### src/rtl/banner_scanout.sv
// ============================================================================
// banner_scanout
// ----------------------------------------------------------------------------
// Reads the effect-name banner bitmap (ROWS x COLS, one bit per pixel) built
// by the font-lookup text block and streams it to the VGA overlay /
// frame-buffer writer, one pixel per beat over a valid/ready handshake.
//
// On a start pulse in IDLE the bitmap is copied into a private snapshot.
// The frame in progress is therefore immune to later pixel_map changes. The
// snapshot is then walked row-major with integer up-scaling: each bitmap
// pixel is repeated SCALE times along x, and each bitmap row is re-read SCALE
// times along y. A frame is COLS*ROWS*SCALE*SCALE beats.
//
// Parameters:
//   COLS  - bitmap columns (10 glyphs x 12 px = 120)
//   ROWS  - bitmap rows (12)
//   SCALE - replication factor in x and y, >= 1
//
// Ports:
//   Clk        in   system clock
//   Reset      in   synchronous, active-high reset
//   invert     in   (only with BANNER_SCAN_INVERT_EN) complement the frame's
//                   pixels; sampled together with pixel_map on start
//   start      in   one-cycle request to begin a frame scan (IDLE only)
//   pixel_map  in   banner bitmap; row r, column c is bit
//                   (ROWS-r)*COLS-1-c (row 0 in the MSBs, column 0 = MSB)
//   pix_valid  out  beat outputs below are valid
//   pix_ready  in   downstream accepts the beat when high with pix_valid
//   pix_data   out  pixel value, 1 = foreground
//   pix_x      out  scaled x coordinate, 0..COLS*SCALE-1
//   pix_y      out  scaled y coordinate, 0..ROWS*SCALE-1
//   line_last  out  last beat of a scaled line
//   frame_last out  last beat of the frame
//   busy       out  high while the frame is being streamed
//   done       out  one-cycle pulse after the final beat is accepted
//
// Optional feature macro: BANNER_SCAN_INVERT_EN (adds the invert input).
// ============================================================================
module banner_scanout #(
    parameter int COLS  = 120,
    parameter int ROWS  = 12,
    parameter int SCALE = 2
) (
    input  logic                            Clk,
    input  logic                            Reset,
`ifdef BANNER_SCAN_INVERT_EN
    input  logic                            invert,
`endif
    input  logic                            start,
    input  logic [COLS*ROWS-1:0]            pixel_map,
    output logic                            pix_valid,
    input  logic                            pix_ready,
    output logic                            pix_data,
    output logic [$clog2(COLS*SCALE)-1:0]   pix_x,
    output logic [$clog2(ROWS*SCALE)-1:0]   pix_y,
    output logic                            line_last,
    output logic                            frame_last,
    output logic                            busy,
    output logic                            done
);

    localparam int NPIX = COLS * ROWS;
    localparam int XW   = $clog2(COLS * SCALE);
    localparam int YW   = $clog2(ROWS * SCALE);
    // Counter widths are clamped to 1 bit so a degenerate dimension of 1
    // still yields a legal (always-zero) counter.
    localparam int CW   = (COLS  > 1) ? $clog2(COLS)  : 1;
    localparam int RW   = (ROWS  > 1) ? $clog2(ROWS)  : 1;
    localparam int SW   = (SCALE > 1) ? $clog2(SCALE) : 1;
    localparam int IW   = (NPIX  > 1) ? $clog2(NPIX)  : 1;

    localparam logic [CW-1:0] COL_LAST = CW'(COLS - 1);
    localparam logic [RW-1:0] ROW_LAST = RW'(ROWS - 1);
    localparam logic [SW-1:0] REP_LAST = SW'(SCALE - 1);

    typedef enum logic [1:0] {
        ST_IDLE   = 2'd0,
        ST_STREAM = 2'd1,
        ST_DONE   = 2'd2
    } state_t;

    // ------------------------------------------------------------------------
    // Registers
    // ------------------------------------------------------------------------
    state_t              state_q,      state_d;
    logic [NPIX-1:0]     snap_q,       snap_d;
    logic [CW-1:0]       col_q,        col_d;
    logic [RW-1:0]       row_q,        row_d;
    logic [SW-1:0]       hrep_q,       hrep_d;
    logic [SW-1:0]       vrep_q,       vrep_d;
    logic                pix_valid_q,  pix_valid_d;
    logic                pix_data_q,   pix_data_d;
    logic [XW-1:0]       pix_x_q,      pix_x_d;
    logic [YW-1:0]       pix_y_q,      pix_y_d;
    logic                line_last_q,  line_last_d;
    logic                frame_last_q, frame_last_d;
    logic                busy_q,       busy_d;
    logic                done_q,       done_d;
`ifdef BANNER_SCAN_INVERT_EN
    logic                inv_q,        inv_d;
`endif

    // Successor of the current counter set after one accepted beat
    logic [CW-1:0]       col_adv;
    logic [RW-1:0]       row_adv;
    logic [SW-1:0]       hrep_adv;
    logic [SW-1:0]       vrep_adv;

    // Counter set / source bitmap used to build the next beat's outputs
    logic                load_beat;
    logic                clear_beat;
    logic [CW-1:0]       sel_col;
    logic [RW-1:0]       sel_row;
    logic [SW-1:0]       sel_hrep;
    logic [SW-1:0]       sel_vrep;
    logic [NPIX-1:0]     sel_map;
    logic                sel_inv;
    logic                sel_line_last;

    // ------------------------------------------------------------------------
    // Helpers
    // ------------------------------------------------------------------------
    // Bitmap lookup using the row-0-in-MSBs, column-0-is-MSB layout.
    function automatic logic map_bit(input logic [NPIX-1:0] map,
                                     input logic [RW-1:0]   r,
                                     input logic [CW-1:0]   c);
        logic [IW-1:0] idx;
        idx = IW'((ROWS - 1 - int'(r)) * COLS + (COLS - 1 - int'(c)));
        return map[idx];
    endfunction

    function automatic logic [XW-1:0] scaled_x(input logic [CW-1:0] c,
                                               input logic [SW-1:0] h);
        return XW'(int'(c) * SCALE + int'(h));
    endfunction

    function automatic logic [YW-1:0] scaled_y(input logic [RW-1:0] r,
                                               input logic [SW-1:0] v);
        return YW'(int'(r) * SCALE + int'(v));
    endfunction

    // ------------------------------------------------------------------------
    // Counter advance: hrep is the fastest digit, then col, then vrep, then
    // row. Replaying vrep before row means each bitmap row is re-read SCALE
    // times to build SCALE identical scaled lines.
    // ------------------------------------------------------------------------
    always_comb begin
        col_adv  = col_q;
        row_adv  = row_q;
        hrep_adv = hrep_q;
        vrep_adv = vrep_q;
        if (hrep_q == REP_LAST) begin
            hrep_adv = '0;
            if (col_q == COL_LAST) begin
                col_adv = '0;
                if (vrep_q == REP_LAST) begin
                    vrep_adv = '0;
                    if (row_q == ROW_LAST) begin
                        row_adv = '0;
                    end else begin
                        row_adv = row_q + 1'b1;
                    end
                end else begin
                    vrep_adv = vrep_q + 1'b1;
                end
            end else begin
                col_adv = col_q + 1'b1;
            end
        end else begin
            hrep_adv = hrep_q + 1'b1;
        end
    end

    // ------------------------------------------------------------------------
    // Next-state and output logic. All beat outputs are registered: whenever
    // a new beat must appear (start accepted, or a beat accepted mid-frame)
    // the outputs are rebuilt from the counter set that beat will hold. A
    // stalled beat simply keeps its registers.
    // ------------------------------------------------------------------------
    always_comb begin
        state_d      = state_q;
        snap_d       = snap_q;
        col_d        = col_q;
        row_d        = row_q;
        hrep_d       = hrep_q;
        vrep_d       = vrep_q;
        pix_valid_d  = pix_valid_q;
        pix_data_d   = pix_data_q;
        pix_x_d      = pix_x_q;
        pix_y_d      = pix_y_q;
        line_last_d  = line_last_q;
        frame_last_d = frame_last_q;
        busy_d       = busy_q;
        done_d       = 1'b0;
`ifdef BANNER_SCAN_INVERT_EN
        inv_d        = inv_q;
        sel_inv      = inv_q;
`else
        sel_inv      = 1'b0;
`endif
        load_beat    = 1'b0;
        clear_beat   = 1'b0;
        sel_col      = col_q;
        sel_row      = row_q;
        sel_hrep     = hrep_q;
        sel_vrep     = vrep_q;
        sel_map      = snap_q;

        case (state_q)
            ST_IDLE: begin
                pix_valid_d = 1'b0;
                busy_d      = 1'b0;
                clear_beat  = 1'b1;
                if (start) begin
                    // The first beat is built straight from the live inputs
                    // so it can appear one cycle after start.
                    snap_d      = pixel_map;
                    col_d       = '0;
                    row_d       = '0;
                    hrep_d      = '0;
                    vrep_d      = '0;
                    sel_col     = '0;
                    sel_row     = '0;
                    sel_hrep    = '0;
                    sel_vrep    = '0;
                    sel_map     = pixel_map;
`ifdef BANNER_SCAN_INVERT_EN
                    inv_d       = invert;
                    sel_inv     = invert;
`endif
                    pix_valid_d = 1'b1;
                    busy_d      = 1'b1;
                    clear_beat  = 1'b0;
                    load_beat   = 1'b1;
                    state_d     = ST_STREAM;
                end
            end

            ST_STREAM: begin
                if (pix_valid_q && pix_ready) begin
                    if (frame_last_q) begin
                        pix_valid_d = 1'b0;
                        busy_d      = 1'b0;
                        done_d      = 1'b1;
                        clear_beat  = 1'b1;
                        state_d     = ST_DONE;
                    end else begin
                        col_d     = col_adv;
                        row_d     = row_adv;
                        hrep_d    = hrep_adv;
                        vrep_d    = vrep_adv;
                        sel_col   = col_adv;
                        sel_row   = row_adv;
                        sel_hrep  = hrep_adv;
                        sel_vrep  = vrep_adv;
                        load_beat = 1'b1;
                    end
                end
            end

            ST_DONE: begin
                // done_q is high for exactly this one cycle
                clear_beat = 1'b1;
                state_d    = ST_IDLE;
            end

            default: begin
                pix_valid_d = 1'b0;
                busy_d      = 1'b0;
                clear_beat  = 1'b1;
                state_d     = ST_IDLE;
            end
        endcase

        sel_line_last = (sel_col == COL_LAST) && (sel_hrep == REP_LAST);

        if (load_beat) begin
            pix_data_d   = map_bit(sel_map, sel_row, sel_col) ^ sel_inv;
            pix_x_d      = scaled_x(sel_col, sel_hrep);
            pix_y_d      = scaled_y(sel_row, sel_vrep);
            line_last_d  = sel_line_last;
            frame_last_d = sel_line_last && (sel_row == ROW_LAST)
                                         && (sel_vrep == REP_LAST);
        end else if (clear_beat) begin
            pix_data_d   = 1'b0;
            pix_x_d      = '0;
            pix_y_d      = '0;
            line_last_d  = 1'b0;
            frame_last_d = 1'b0;
        end
    end

    // ------------------------------------------------------------------------
    // State register with synchronous reset. Reset mid-frame drops straight
    // back to IDLE with no done pulse.
    // ------------------------------------------------------------------------
    always_ff @(posedge Clk) begin
        if (Reset) begin
            state_q      <= ST_IDLE;
            snap_q       <= '0;
            col_q        <= '0;
            row_q        <= '0;
            hrep_q       <= '0;
            vrep_q       <= '0;
            pix_valid_q  <= 1'b0;
            pix_data_q   <= 1'b0;
            pix_x_q      <= '0;
            pix_y_q      <= '0;
            line_last_q  <= 1'b0;
            frame_last_q <= 1'b0;
            busy_q       <= 1'b0;
            done_q       <= 1'b0;
`ifdef BANNER_SCAN_INVERT_EN
            inv_q        <= 1'b0;
`endif
        end else begin
            state_q      <= state_d;
            snap_q       <= snap_d;
            col_q        <= col_d;
            row_q        <= row_d;
            hrep_q       <= hrep_d;
            vrep_q       <= vrep_d;
            pix_valid_q  <= pix_valid_d;
            pix_data_q   <= pix_data_d;
            pix_x_q      <= pix_x_d;
            pix_y_q      <= pix_y_d;
            line_last_q  <= line_last_d;
            frame_last_q <= frame_last_d;
            busy_q       <= busy_d;
            done_q       <= done_d;
`ifdef BANNER_SCAN_INVERT_EN
            inv_q        <= inv_d;
`endif
        end
    end

    assign pix_valid  = pix_valid_q;
    assign pix_data   = pix_data_q;
    assign pix_x      = pix_x_q;
    assign pix_y      = pix_y_q;
    assign line_last  = line_last_q;
    assign frame_last = frame_last_q;
    assign busy       = busy_q;
    assign done       = done_q;

endmodule

### config.mk
export PLATFORM = sky130hd
export DESIGN_NAME = banner_scanout
export DESIGN_NICKNAME = d
export VERILOG_FILES = /design/src/rtl/banner_scanout.sv
export SDC_FILE = /design/constraint.sdc
export NUM_CORES = 2
export LEC_CHECK = 0
export ABC_AREA = 1
export BUFFER_PORTS_ARGS = -buffer_cell sky130_fd_sc_hd__buf_2
export CORE_AREA = 2 2 571 573
export DETAILED_ROUTE_END_ITERATION = 10
export DIE_AREA = 0 0 573 575
export GPL_ROUTABILITY_DRIVEN = 1
export GPL_TIMING_DRIVEN = 0
export PLACE_DENSITY = 0.39
export SYNTH_ARGS = -nofsm -noshare
export SYNTH_HDL_FRONTEND = slang
export SYNTH_SLANG_ARGS = --single-unit
### constraint.sdc
create_clock -name Clk -period 11.5 [get_ports Clk]
set_clock_uncertainty 0.15 [all_clocks]
set_input_delay 1.15 -clock Clk [delete_from_list [all_inputs] [get_ports Clk]]
set_output_delay 1.15 -clock Clk [all_outputs]
set_load 0.01 [all_outputs]
Word-level counts from Yosys, hierarchy flattened
Cells that the tools add are included.

Output and inout port bits: 19. Bits in registers: 1473. Word-level logic and storage cells: 97. Bits of input ports: 1444.

Add/sub/neg operators: 9. Eq/ne operators: 9. Multipliers: 1. Order comparisons: 1. Bitwise operators: 2. Reductions and logical operators: 9. Muxes and demuxes: 53.

Operator list (number): 1440-bit 2-to-1 mux (2); 7-bit 2-to-1 mux (5); 4-bit 2-to-1 mux (7); 1-bit 2-to-1 mux (23); 8-bit 2-to-1 mux (2); 7-bit == test, second input constant (2); 7-bit one-hot mux with 2 select lines (1); 11-bit by 12-bit less-than comparator with 1-bit output, second input constant (1); 11-bit by 8-bit adder with 11-bit output (1); 1-bit binary-select mux with 11-bit select (1); 5-bit 2-to-1 mux (2); 8-bit by 1-bit adder with 8-bit output (1); 4-bit == test, second input constant (2); 5-bit by 5-bit multiplier with 8-bit output, second input constant (1); 1-bit one-hot mux with 2 select lines (4); 4-bit one-hot mux with 2 select lines (1); 7-bit by 7-bit subtractor with 8-bit output, first input constant (1); 7-bit by 1-bit adder with 7-bit output, second input constant (1); 2-bit 2-to-1 mux (3); 2-bit inequality test, second input constant (3); 3-bit AND reduction (2); 5-bit by 1-bit adder with 5-bit output (1); 4-bit by 4-bit subtractor with 5-bit output, first input constant (1); 4-bit by 1-bit adder with 4-bit output, second input constant (1); other kinds (10) (15).

Longest topological paths before layout
Depth in word-level cells: 14. Gate-level depth with buffers: 33. Mapped depth without buffers: 33.

Worst setup path before layout
OpenSTA, ideal clock, no wires.

Path kind: input port to flip-flop. Start point: input port pix_ready. End point: register pix_data_q (netlist: pix_data). Data required time: 11280 ps. Library setup time: 70 ps. Stages on the path: 27. Path slack: 5700 ps. Data arrival time: 5580 ps. Cells stage by stage: nand4_2 nor2_1 inv_1 nor2_1 o21ai_0 o21ai_0 o21a_1 inv_1 ha_1 inv_1 fa_1 fa_1 inv_1 ha_1 nand3_1 nand3_1 xor2_1 inv_1 ha_1 a21o_1 a21oi_1 xor2_1 xor2_1 nor2_1 nand3_1 nand2_1 o21bai_1.

Longest elaborated chain between the ends: 9.

Ends and longest elaborated chain: start: declaration (RTL line 52) `input logic pix_ready,`; 1-bit logical AND (RTL line 240) `if (pix_valid_q && pix_ready) begin`; 4-bit 2-to-1 mux; 4-bit one-hot mux with 2 select lines; named net row_d[2] (RTL line 88) `logic [RW-1:0] row_q, row_d;`; 4-bit by 4-bit subtractor with 5-bit output (RTL line 128) `idx = IW'((ROWS - 1 - int'(r)) * COLS + (COLS - 1 - int'(c)));`; 5-bit by 5-bit multiplier with 8-bit output (RTL line 128); 11-bit by 8-bit adder with 11-bit output (RTL line 128); 1-bit binary-select mux with 11-bit select (RTL line 129) `return map[idx];`; 1-bit 2-to-1 mux (implied by the code) (RTL line 129); 1-bit 2-to-1 mux (RTL line 277) `if (load_beat) begin`; end signal: assignment (RTL line 324) `pix_data_q <= pix_data_d;`; end: declaration (RTL line 92) `logic pix_data_q, pix_data_d;`.

The timed path passes the listed nets, and every way through them passes these cells. The select of a mux whose other input is x is not followed. A chain may end at the register's enable or synchronous reset.

==> reports/results.txt <==
The run finished, with violations left. The checks that failed: max-capacitance violations, max-slew violations. Cells with a size suffix above 1 make up 23.15% of the layout. The areal power density over the cells came out at 158.3 nW/µm². The routed layout has 84.43k vias.

In this run the tool buffered the top-level ports with 1461 buffer cells. At the end of routability-driven placement, the weighted congestion stood at 0.9408. Setup repair after global routing left no endpoint under its margin.

Routed length on met1: 235400 µm. The clock tree root driver cell is clkbuf_16. The area growth from synthesis to layout is 26.08%.

The slew at the pin closest to its max-slew limit was 1.639 ns; the achievable clock frequency was 125.5 MHz. The most common library cell in the layout ignoring fill and taps was nand2_1. The number of hold violations in the final report was 0. Clock-pin slew was measured on the worst setup and hold paths at 0.06 ns.

The run gives 0 as the number of gates resized after cts. Wires add up to 581200 µm. The cell count after synthesis came out at 11.10k.

The logic depth of the worst register-to-register path came out at 23. Prior to clock tree synthesis, the placed netlist has a worst setup slack of 3.107 ns. The synthesized netlist occupies a cell area of 75010 µm².

The number of buffers on the longest clock path was 4; the maximum number of pins on one net before global-route repair was 15. Count of boundary I/O pins: 1463. The required time at the endpoint of the critical path was 12.10 ns; the worst path setup slack after routing was 3.533 ns.

The number of slew-limit violations in the final report is 81, and the hold-critical path depth is 2. Counting flops and latches in the post-synthesis netlist gives 1473. The critical path start-end classification was reg -> reg.

Yosys mapped the design onto 45 distinct sky130hd cell types. The warning count from the yosys run is 0. At the end of the flow, the number of nets in the layout was 14.24k. Maximum net fanout on the critical path: 7.

The type of the tightest min-delay check was reg -> reg. For this run, the register share of the synthesized area comes to 39.31%. Clock latency on the worst-skew pair, taken at its later pin, is 0.88 ns. The top layer reached by signal wires was met5.

The initial antenna violation count is 173. The count of nets left with antenna violations once routing finished came out at 0. The tree built by TritonCTS fans out to 1473 sinks.

VDD sags by at most 0.1134 mV. The width of the chip was 573 µm; the met2 wire length was 266800 µm. The worst setup path is captured at a register.

After routing, the total negative slack on setup checks comes to 0 ns. The die covers 329500 µm². The number of placed instances, taps included, is 16.89k.

The count of cells in the finished layout, fillers not included, comes to 17.34k. Setup violations remaining at the end of the flow were counted as 0. The tools report the effective utilization at floorplan as 23.21%. The first detailed-routing pass ran for 6 iterations. The tools report the count of buffers added by post-CTS timing repair for setup as 0. In the layout the commonest cells are nand2_1, buf_2, dfxtp_1. At the worst endpoint, the arrival time is 8.57 ns. The number of standard-cell rows in the floorplan came out at 209.

Critical path startpoint category: a register. For this design the static power due to leakage is 45.56 nW. The floorplan step set the die height to 575 µm. Global routing used 33.86% of the available tracks across all layers. After detailed routing, the number of remaining DRC violations is 0. TritonCTS built the clock tree. Headroom to the max-slew limit came out at -10.07%. The number of vias per cell was 4.869.

Max-cap violations in this run came to 11. The first global-routing pass estimated 746700 µm of wire. Hold repair after CTS inserted 0 buffers. The area of the core was 323200 µm²; the per-cell routed wire length was 33.52 µm. The time the worst path needs with I/O delays and setup works out to 7.967 ns. The HPWL after detailed placement was 466200 µm; the post-synthesis net count was 12.57k. The number of global-route vias before repair is 79.20k, and the TritonCTS buffer count is 194.

The H-tree depth came out at 4. After detailed routing, the met3 layer carries 39060 µm of wire. For the global route total overflow, the log shows 0. Final critical-path share of the clock period: 69.28%. The logs give 8832 for the initial DRC count and 0.3189 ns for the worst-case hold slack.

A synthesized cell averages 6.756 µm².
cells by family after synthesis:
| kind of cell | count (synthesis) | synth area share [%] |
|---|---|---|
| flops | 1473 | 39.31 |
| mux | 13 | 0.1735 |
| buf+inv | 1754 | 9.625 |
| simple gates | 6262 | 36.62 |
| fa+ha+maj | 28 | 0.5271 |
| xor+xnor | 15 | 0.1752 |
| compound gates | 1557 | 13.57 |
final cells by class:
cell class	instances	area (µm²)
fillers	36970	228600
clock buffers	301	5858
clock inverters	39	565.5
inverters	958	3596
flip-flops and latches	1473	29490
repair buffers	1467	7427
plain buffers	796	3646
diodes	105	262.8
multi-input cells	7875	38320
well taps	4325	5411
worst max-delay path, stage by stage (launching register included):
cell and delay [ns]:
dfxtp_1 0.71, nand4_2 0.31, nor2_1 0.35, inv_1 0.07
nor2_1 0.20, o21ai_0 0.21, a32oi_1 0.57, ha_1 0.41
ha_1 0.32, inv_1 0.06, fa_1 0.47, fa_1 0.49
inv_1 0.06, ha_1 0.34, a21oi_1 0.21, nand2_1 0.07
nand2_1 0.08, nand2_1 0.65, inv_1 1.00, nand3_1 0.16
nand3_1 0.15, nand3_1 0.25, nand2_1 0.43, o21bai_1 0.10
through the flow:
step,area [µm²],power (mW),utilization [%]
final,94570,14.97,29.26
after global routing,94430,15.41,29.22
after CTS,94310,14.96,29.18
after detailed placement,87880,8.589,27.19
after global placement,87730,8.578,27.14
after floorplan,75010,7.238,-
state kept, by name, indices dropped and copies added (netlist names):
register    count
pix_x           8
hrep_q          1
pix_data        1
busy            1
frame_last      1
state_q         2
col_q           7
line_last       1
done            1
vrep_q          1
snap_q       1440
row_q           4
pix_y           5
where the power goes:
part	switching, mW	internal [mW]	leakage [nW]
clock	2.72	3.71	3.16
sequential	0.0768	5.48	12.2
combinational	1.96	1.02	30.2
total	4.76	10.2	45.6
final timing paths:
path / start / endpoint / slack [ns]
max: busy / pix_data / 3.53
min reg2reg: pix_y[0] / pix_y[0] / 0.32
max reg2reg: busy / pix_data / 3.53
min: pix_y[0] / pix_y[0] / 0.32
cell usage after synthesis, drive strengths merged:
cell type  number  share of area, %
a32o           10              0.13
nor2          955               4.8
ha             22              0.37
or2           864               7.2
o221ai          1             0.012
o22ai           1            0.0083
dfxtp        1473                39
xor2           12              0.14
nor4            2             0.017
a21boi          1             0.010
clkinv          1            0.0050
nand2        3048                15
mux2i          13              0.17
clkbuf        389               2.0
a32oi           1             0.012
inv           957               4.8
nand4           3             0.033
nand3b          1             0.010
nand3        1384               9.2
buf           407               2.9
fa              6              0.16
o21ai          60              0.40
o211ai         67              0.69
a21o            1             0.010
o21bai          2             0.020
o21a          851               8.5
a21oi         561               3.7
a22oi           1             0.010
nor3            5             0.040
xnor2           3             0.035
layer usage:
| metal | vias to the layer above | global-route usage, % |
|---|---|---|
| met4 | 36 | 19.93 |
| li1 | 38600 | - |
| met5 | - | 0 |
| met3 | 1070 | 5.170 |
| met1 | 40610 | 41.70 |
| met2 | 4115 | 55.89 |
Note: power is estimated with default switching activity, not from simulation.
